[config.mk]
export PLATFORM = sky130hd
export DESIGN_NAME = frame_writer
export DESIGN_NICKNAME = d
export VERILOG_FILES = /design/src/rtl/frame_writer.sv
export SDC_FILE = /design/constraint.sdc
export NUM_CORES = 1
export LEC_CHECK = 0
export ABC_AREA = 1
export ABC_CLOCK_PERIOD_IN_PS = 7600
export CORE_MARGIN = 2
export CORE_UTILIZATION = 55
export DETAILED_ROUTE_END_ITERATION = 8
export GPL_ROUTABILITY_DRIVEN = 0
export PLACE_DENSITY = 0.86
export SYNTH_ARGS = -nofsm -noshare
export SYNTH_HDL_FRONTEND = slang
export SYNTH_SLANG_ARGS = --single-unit
[constraint.sdc]
create_clock -name clk_in -period 7.6 [get_ports clk_in]
set_input_delay 0.76 -clock clk_in [delete_from_list [all_inputs] [get_ports clk_in]]
set_output_delay 0.76 -clock clk_in [all_outputs]
set_load 0.1 [all_outputs]
[src/rtl/frame_writer.sv]
// Camera-to-frame-buffer writer: crops a marker-framed pixel stream into a
// FB_WIDTH x FB_HEIGHT buffer (addr = x + FB_WIDTH*y) with continuous or
// snapshot capture. Define FRAME_WRITER_DECIMATE_EN for 2:1 decimation on both axes.
module frame_writer #(
  parameter int FB_WIDTH  = 240,
  parameter int FB_HEIGHT = 320,
  parameter int ADDR_W    = 17,
  parameter int PIX_W     = 16
) (
  input  logic              clk_in,
  input  logic              rst_n_in,
  input  logic              pixel_valid_in,
  input  logic [PIX_W-1:0]  pixel_data_in,
  input  logic              frame_start_in,
  input  logic              line_start_in,
  input  logic              snapshot_mode_in,
  input  logic              snapshot_in,
  output logic              we_out,
  output logic [ADDR_W-1:0] waddr_out,
  output logic [PIX_W-1:0]  wdata_out,
  output logic              frame_done_out,
  output logic              busy_out
);

  typedef enum logic [1:0] {IDLE, ARMED, CAPTURE, HOLD} state_t;

  localparam logic [10:0]       FBW_X    = 11'(FB_WIDTH);
  localparam logic [9:0]        FBH_Y    = 10'(FB_HEIGHT);
  localparam logic [10:0]       LAST_X   = 11'(FB_WIDTH - 1);
  localparam logic [9:0]        LAST_Y   = 10'(FB_HEIGHT - 1);
  localparam logic [ADDR_W-1:0] ROW_STEP = ADDR_W'(FB_WIDTH);

  state_t            state, state_nx;
  logic [10:0]       x, x_nx, dx;
  logic [9:0]        y, y_nx, dy;
  logic [ADDR_W-1:0] row_base, rb_nx, addr;
  logic              fs, ls, phase_ok, in_win, wr, done;

  assign fs = pixel_valid_in & frame_start_in;
  assign ls = pixel_valid_in & line_start_in & ~frame_start_in;

  // Position of the pixel being presented this cycle; counters saturate.
  always_comb begin
    x_nx  = x;
    y_nx  = y;
    rb_nx = row_base;
    if (fs) begin
      x_nx  = '0;
      y_nx  = '0;
      rb_nx = '0;
    end else if (ls) begin
      x_nx = '0;
      y_nx = (y == '1) ? y : y + 10'd1;
`ifdef FRAME_WRITER_DECIMATE_EN
      if (!y_nx[0]) rb_nx = row_base + ROW_STEP;
`else
      rb_nx = row_base + ROW_STEP;
`endif
    end else if (pixel_valid_in) begin
      x_nx = (x == '1) ? x : x + 11'd1;
    end
  end

`ifdef FRAME_WRITER_DECIMATE_EN
  assign dx       = x_nx >> 1;
  assign dy       = y_nx >> 1;
  assign phase_ok = ~x_nx[0] & ~y_nx[0];
`else
  assign dx       = x_nx;
  assign dy       = y_nx;
  assign phase_ok = 1'b1;
`endif

  assign in_win = (dx < FBW_X) && (dy < FBH_Y);
  // The frame_start pixel seen in ARMED is the first write of the frame.
  assign wr     = pixel_valid_in && phase_ok && in_win &&
                  ((state == CAPTURE) || ((state == ARMED) && fs));
  assign done   = wr && (dx == LAST_X) && (dy == LAST_Y);
  assign addr   = rb_nx + ADDR_W'(dx);

  always_comb begin
    state_nx = state;
    case (state)
      IDLE:    if (!snapshot_mode_in || snapshot_in) state_nx = ARMED;
      ARMED:   if (fs) state_nx = CAPTURE;
      CAPTURE: state_nx = CAPTURE;
      HOLD:    if (snapshot_in || !snapshot_mode_in) state_nx = ARMED;
      default: state_nx = IDLE;
    endcase
    if (done) state_nx = snapshot_mode_in ? HOLD : ARMED;
  end

  always_ff @(posedge clk_in or negedge rst_n_in) begin
    if (!rst_n_in) begin
      state          <= IDLE;
      x              <= '0;
      y              <= '0;
      row_base       <= '0;
      we_out         <= 1'b0;
      waddr_out      <= '0;
      wdata_out      <= '0;
      frame_done_out <= 1'b0;
    end else begin
      state          <= state_nx;
      x              <= x_nx;
      y              <= y_nx;
      row_base       <= rb_nx;
      we_out         <= wr;
      frame_done_out <= done;
      if (wr) begin
        waddr_out <= addr;
        wdata_out <= pixel_data_in;
      end
    end
  end

  assign busy_out = (state == CAPTURE);

endmodule

==> results.md, run 1 <==
* Run status: completed
* R2R depth at 17
* Area growth from synthesis to final layout at 19.1%
* NetSw at roughly 0.98 mW
* Largest net degree at the start of global routing at 76
* # IOs at 59
* First-pass GRT wire length at about 18000 µm
* Vias at around 4000
* Later-pin clock latency in the skew report at 0.36 ns
* DIE AREA at about 8700 µm²
* Worst Path Max Fanout at around 50
* Post-CTS Repair Setup Buffers at 0
* Final Hold Vio Count at 0
* Register cell area after layout at 1880 µm²
* PostCTS Resize Cnt at 0
* Post-synth top cells: nand2_1 (185), inv_1 (82), dfrtp_1 (75)
* Crit-path max cell delay at between 0.7 and 0.8 ns
* Final count of pins violating max slew at 0
* Seq pwr share at 0.295
* Sw frac at 0.529
* Antenna diodes at 0
* DR pass1 iterations at 5
* Synth cell types at 32
* Layout cell share with drive strength beyond 1 at 0.0455
* Crit-path slowest cell: clkdlybuf4s50_1
* Fin util at 0.674
* Crit Path Class: in2reg
* VDD IR max at between 0.3 and 0.4 mV
* P_int at approximately 0.87 mW
* Final Setup Violations at 0
* Vias/cell at around 5.3
* Post-Route WL at 10500 µm
* Final-layout fill cell count at 605
* Reg-to-reg startpoint: x[0]
* Placed cell area at around 5000 µm²
* Worst Hold Class: reg2reg
* Chip height at 93.2 µm
* R2R Path End: waddr_out[13]
* Top-count cell post-synth: nand2_1
* Synth area leader: dfrtp_1
* Synth top area cells: dfrtp_1 (43%), nand2_1 (16%), inv_1 (7.0%)
* Total power at 1.84 mW
* PortBufs at 58
* Remaining Overflow, GRT at 0
* Gate power share at 0.527
* Final Cell Area at ~5200 µm²
* Reg2Reg Setup Slack at 4.10 ns
* Final min period at 4.01 ns
* Ys flop type: dfrtp_1
* Critical Path, Cell by Cell: clkdlybuf4s50_1 -> nand2_1 -> nor2_4 -> nand2_1 -> nor2_1 -> nor2_1 -> nor2_2 -> nand2_2 -> and2_1 -> nand2_1 -> nand3_2 -> inv_2 -> nand4_1 -> nand2_1
* Final antenna-violating net count at 0
* CTS Root Cell: clkbuf_8
* GR Util All Layers at 0.254
* Number of synthesized flops with an enable pin at 0
* Crit path DAT at 4.31 ns
* Initial antenna violation count at 0
* Number of cells on the critical path at 14
* # rows at 32
* Hold_buf cts at 0
* CTS H-tree lvls at 3
* Worst Max-Slew Pin Slew at between 0.9 and 1 ns
* CP Launch Point: pixel_valid_in
* Startpoint types: input port
* Nets at around 700
* Reg clk slew, reported paths at 0.08 ns
* Vias in the first global route at approximately 4000
* Max Cap Viol at 0
* Buf+Inv Stages, Crit Path at 2
* Worst Setup EP: state[1]
* Cell Area, Synth at 4370 µm²
* WHS at between 0.4 and 0.5 ns
* Post-synthesis sequential area ratio at 0.429
* Starting density of the core at 0.566
* Mean Syn Cell Area at 7.32 µm²
* Pwr/cell area at roughly 350 nW/µm²
* Clock skew at around 0.013 ns
* CTS tree: built
* Starting DRT DRC Count at 269
* TNS Setup at 0 ns
* Max Freq at approximately 250 MHz
* Power share of the clock group at 0.177
* Final HPWL DP at ~7600 µm
* Core area at 7730 µm²
* WL per Instance at 13.8 µm
* Leakage power at approximately 2.6 nW
* Synth warn at 0
* Synthesis-stage register bit count at 75
* Yosys top cell area share at 0.429
* Syn_nets at 637
* Die Wd at ~93 µm
* Tcrit/Tclk final at 0.528
* Footprint of the multi-input gates at 2100 µm²
* Num CTS Buffers at 9
* Clock Path Buffers at 2
* Crit end category: register
* Sink Count at between 70 and 80
* RSZ-0062 raised after global routing: false
* # DRC at 0
* Crit path top cell by count: nand2_1
* CP Data Required Time at 7.90 ns
* Cells after Synth at ~600
* Async SR Flop Fraction at 1.00
* Relative slew slack at 0.341
* Cell family with most CP delay: simple AND/OR/NAND/NOR gates
## flip-flops by register name, indices dropped and copies added (netlist names)
signal,flops
row_base,17
we_out,1
x,11
frame_done_out,1
y,10
waddr_out,17
state,2
wdata_out,16
## layer usage
metal | part of all wire | GRT usage
met5 | 0 | 0
met2 | 0.50 | 0.424
met4 | 0.025 | 0.0944
met3 | 0.053 | 0.0532
met1 | 0.43 | 0.328
## tightest hold or removal path, stage by stage (launching register included)
cell     delay, ns
dfrtp_1       0.35
nand2_1       0.05
nand2_1       0.05
## through the flow
step / setup WS [ns] / instances
finish: 3.59 / 761
global route: 3.18 / 761
detailed placement: 3.25 / 745
CTS: 3.62 / 761
floorplan: 4.60 / 597
global placement: 3.38 / 745
## power by group through the flow
stage / combinational, mW / sequential, mW / clock, mW
2_1_floorplan: 0.232 / 1.07 / 0
3_3_place_gp: 0.958 / 0.548 / 0
3_5_place_dp: 0.972 / 0.552 / 0
4_1_cts: 0.977 / 0.546 / 0.331
5_1_grt: 1.02 / 0.555 / 0.348
6_report: 0.973 / 0.545 / 0.327
## layout by cell type (no fill, tap or decap), drive strengths merged, types with 10 or more instances in the layout
cell type / count
nor3: 13
clkdlybuf4s50: 57
xor2: 10
a21oi: 23
clkbuf: 10
o21ai: 29
dfrtp: 75
inv: 87
nand2: 188
ha: 16
nand4: 13
nand3: 54
nor2: 58
## logic make-up after synthesis
| kind of cell | synth area share |
|---|---|
| and+or+nand+nor | 0.319 |
| adders and majority gates | 0.0504 |
| xor gates and xnor gates | 0.0321 |
| AOI/OAI and AO/OA | 0.0793 |
| DFF | 0.429 |
| buffers and inverters | 0.0902 |
## worst min path at each step
stage	startpoint	endpoint	slack [ns]	cells past startpoint
finish	wdata_out[10]	wdata_out[10]	0.49	2
global placement	waddr_out[0]	waddr_out[0]	0.46	2
floorplan	rst_n_in	frame_done_out	0.46	0
global route	wdata_out[3]	wdata_out[3]	0.50	2
detailed placement	wdata_out[3]	wdata_out[3]	0.46	2
CTS	wdata_out[3]	wdata_out[3]	0.49	2
## layout make-up
cell class                 instances  area share
inverter                          84      0.0605
clock buffer                      10      0.0264
tap                              102      0.0245
multi-input combinational        426       0.403
timing repair buffer              58       0.111
clock inverter                     6      0.0137
sequential                        75       0.360
Note: power is estimated with default switching activity, not from simulation.
==> run 2: changes to the inputs <==
- ABC_CLOCK_PERIOD_IN_PS: 7600 -> 3200
- CORE_UTILIZATION: 55 -> 50
- PLACE_DENSITY: 0.86 -> 0.83
- clock period: 7.6 -> 3.2 ns (I/O delays scaled with it)
==> run 2 against run 1 <==
Effect of this change:
- utilization decreased by 5.1 points
- die area grew 9.6%
- combinational power grew 140%
- global-route usage is 2.7 points lower
- sequential power rose by 140%
- worst hold slack got worse by 0.40 ns
- worst setup slack worse by 3.4 ns
- final area up 2.8%
- via count is 1.9% higher
- final cell count rose by 2.4%
- clock-buffer cell count down 1
- clock skew shrank 0.0056 ns
- highest routed layer unchanged
==> results.md, run 2 (synthesis results as in run 1) <==
* Run status: completed
* Starting DRT DRC Count at 324 (+20%)
* Worst Setup EP: waddr_out[14]
* Crit Path Class: reg2reg
* Final worst slack at 0.197 ns (-3.39 ns)
* DR pass1 iterations at 7 (+2)
* Crit end category: register
* WL per Instance at 13.7 µm (-0.85%)
* # IOs at 59 (unchanged)
* Final antenna-violating net count at 0 (unchanged)
* Final-layout fill cell count at 745 (+23%)
* Sink Count at 75 (unchanged)
* Met3 GRT Util at 0.0482 (-0.00498)
* CP Launch Point: x[0]
* Reg2Reg Setup Slack at 0.20 ns (-3.90 ns)
* CTS Root Cell: clkbuf_8
* Clock skew at 0.00762 ns (-0.00555 ns)
* Worst Path Max Fanout at 7 (-86%)
* Initial antenna violation count at 0 (unchanged)
* Later-pin clock latency in the skew report at 0.36 ns (about the same)
* Die Wd at 97.5 µm (+4.7%)
* CTS H-tree lvls at 3 (unchanged)
* # rows at 34 (+6.3%)
* VDD IR max at 0.877 mV (+170%)
* Final Hold Vio Count at 0 (unchanged)
* Final HPWL DP at 7680 µm (+1.0%)
* Register cell area after layout at 1880 µm² (unchanged)
* # DRC at 0 (unchanged)
* Most frequent cells in the layout: nand2_1 (181), inv_1 (82), dfrtp_1 (75), clkdlybuf4s50_1 (56), nor2_1 (52)
* Placed cell area at 5090 µm² (+1.9%)
* Num CTS Buffers at 9 (unchanged)
* First-pass GRT wire length at 17700 µm (+1.1%)
* Non-filler instance count after layout at 779 (+2.4%)
* Starting density of the core at 0.509 (-0.0570)
* Core area at 8590 µm² (+11%)
* TNS Setup at 0 ns (unchanged)
* Post-Route WL at 10600 µm (+1.5%)
* Top flop regs: row_base x17, waddr_out x17, wdata_out x16
* Worst Max-Slew Pin Slew at 0.985 ns (+0.000181 ns)
* M1 GR Usage at 0.302 (-0.0264)
* Vias in the first global route at 4013 (+1.6%)
* Antenna diodes at 0 (unchanged)
* Layout cell share with drive strength beyond 1 at 0.0820 (+0.0364)
* Final Cell Area at 5350 µm² (+2.8%)
* GR Util All Layers at 0.227 (-0.0274)
* Reg clk slew, reported paths at 0.08 ns (about the same)
* Nets at 707 (+1.9%)
* R2R Path End: waddr_out[14]
* Vias at 4139 (+1.9%)
* Crit path DAT at 3.25 ns (-1.06 ns)
* Met2 usage in global routing at 0.366 (-0.0584)
* Max Freq at between 300 and 400 MHz
* CP Data Required Time at 3.45 ns (-4.45 ns)
* Tcrit/Tclk final at 0.938
* Placed cells at 763 (+2.4%)
* Final min period at ~3.0 ns
* Worst Hold Class: in2async
* Largest net degree at the start of global routing at 76 (unchanged)
* R2R depth at 19 (+2)
* Remaining Overflow, GRT at 0 (unchanged)
* Relative slew slack at 0.341 (about the same)
* Startpoint types: register
* Clock Path Buffers at 2 (unchanged)
* DIE AREA at 9510 µm² (+9.6%)
* Reg-to-reg startpoint: x[0]
* Fin util at 0.623 (-0.0510)
* Footprint of the multi-input gates at 2170 µm² (+3.3%)
* Max Cap Viol at 0 (unchanged)
* CTS tree: built
* Gr busiest metal: met2
* Most common cell after layout, fill and taps aside: nand2_1
* Vias/cell at 5.31 (-0.43%)
* Final count of pins violating max slew at 0 (unchanged)
* Area growth from synthesis to final layout at 22.4%
* Chip height at 97.5 µm (+4.7%)
* Pwr/cell area at 811 nW/µm² (+130%)
* Leakage power at 2.66 nW (+2.0%)
* PortBufs at 58 (unchanged)
* Final Setup Violations at 0 (unchanged)
* Worst slack, placed at -0.0108 ns (-3.26 ns)
==> run 2: cell types whose count changed in the layout (fill, tap and decap cells not counted), moves of 2 or more <==
cell and delta:
nand2_2 +4, ha_2 +2, ha_4 +2, buf_4 +14, nand2_1 -4, inv_6 -3, o21ai_1 +2, ha_1 -4
clkinv_2 +4, o21ai_0 -2
==> run 2: per-stage QoR <==
stage	power, mW	hold slack [ns]
3_3_place_gp	3.59	0.463
4_1_cts	4.35	0.141
5_1_grt	4.54	0.195
2_1_floorplan	3.08	0.0244
3_5_place_dp	3.63	0.464
6_report	4.34	0.0917
==> run 2: final cells by class <==
class                           count  share of cell area
Clock buffer                        9              0.0231
Sequential cell                    75               0.351
Inverter                           84              0.0589
Clock inverter                      6              0.0108
Multi-Input combinational cell    426               0.406
Tap cell                          108              0.0252
Timing Repair Buffer               71               0.126
==> run 2: worst max-delay path, stage by stage, from the launching register on <==
cell      delay [ns]
dfrtp_1         0.40
ha_1            0.21
nand2_2         0.10
nor2_4          0.17
nand3_4         0.13
nand2_2         0.12
inv_1           0.08
nand2_1         0.10
nand2_1         0.07
inv_2           0.10
ha_1            0.30
a21o_1          0.20
a21boi_0        0.21
nand3_1         0.16
nand4_1         0.14
nand2_2         0.08
nand2_1         0.10
a21oi_1         0.07
o21ai_1         0.09
nand2_1         0.06
==> run 2: repair_timing <==
| action | 4_1_cts | 5_1_grt |
|---|---|---|
| setup buffers | 0 | 1 |
| endpoints found under the setup margin | 0 | 10 |
| gates resized for setup | 0 | 16 |
| hold buffers | 0 | 0 |
==> run 2: layer usage <==
metal,vias up,part of all wire
met4,0,0.023
met1,1943,0.44
met3,17,0.062
met5,-,0
li1,2033,-
met2,146,0.48
==> run 2: how the worst min path moves through the flow <==
stage,startpoint,end,cells after the start
5_1_grt,rst_n_in,y[5],1
2_1_floorplan,rst_n_in,frame_done_out,0
6_report,rst_n_in,x[2],1
3_5_place_dp,wdata_out[6],wdata_out[6],2
4_1_cts,rst_n_in,y[7],1
3_3_place_gp,wdata_out[5],wdata_out[5],2
==> run 2: where the power goes <==
part	total, mW	switching (mW)	internal [mW]
clock network	0.703	0.353	0.350
registers	1.29	0.129	1.16
logic	2.35	1.81	0.535
total	4.34	2.29	2.05
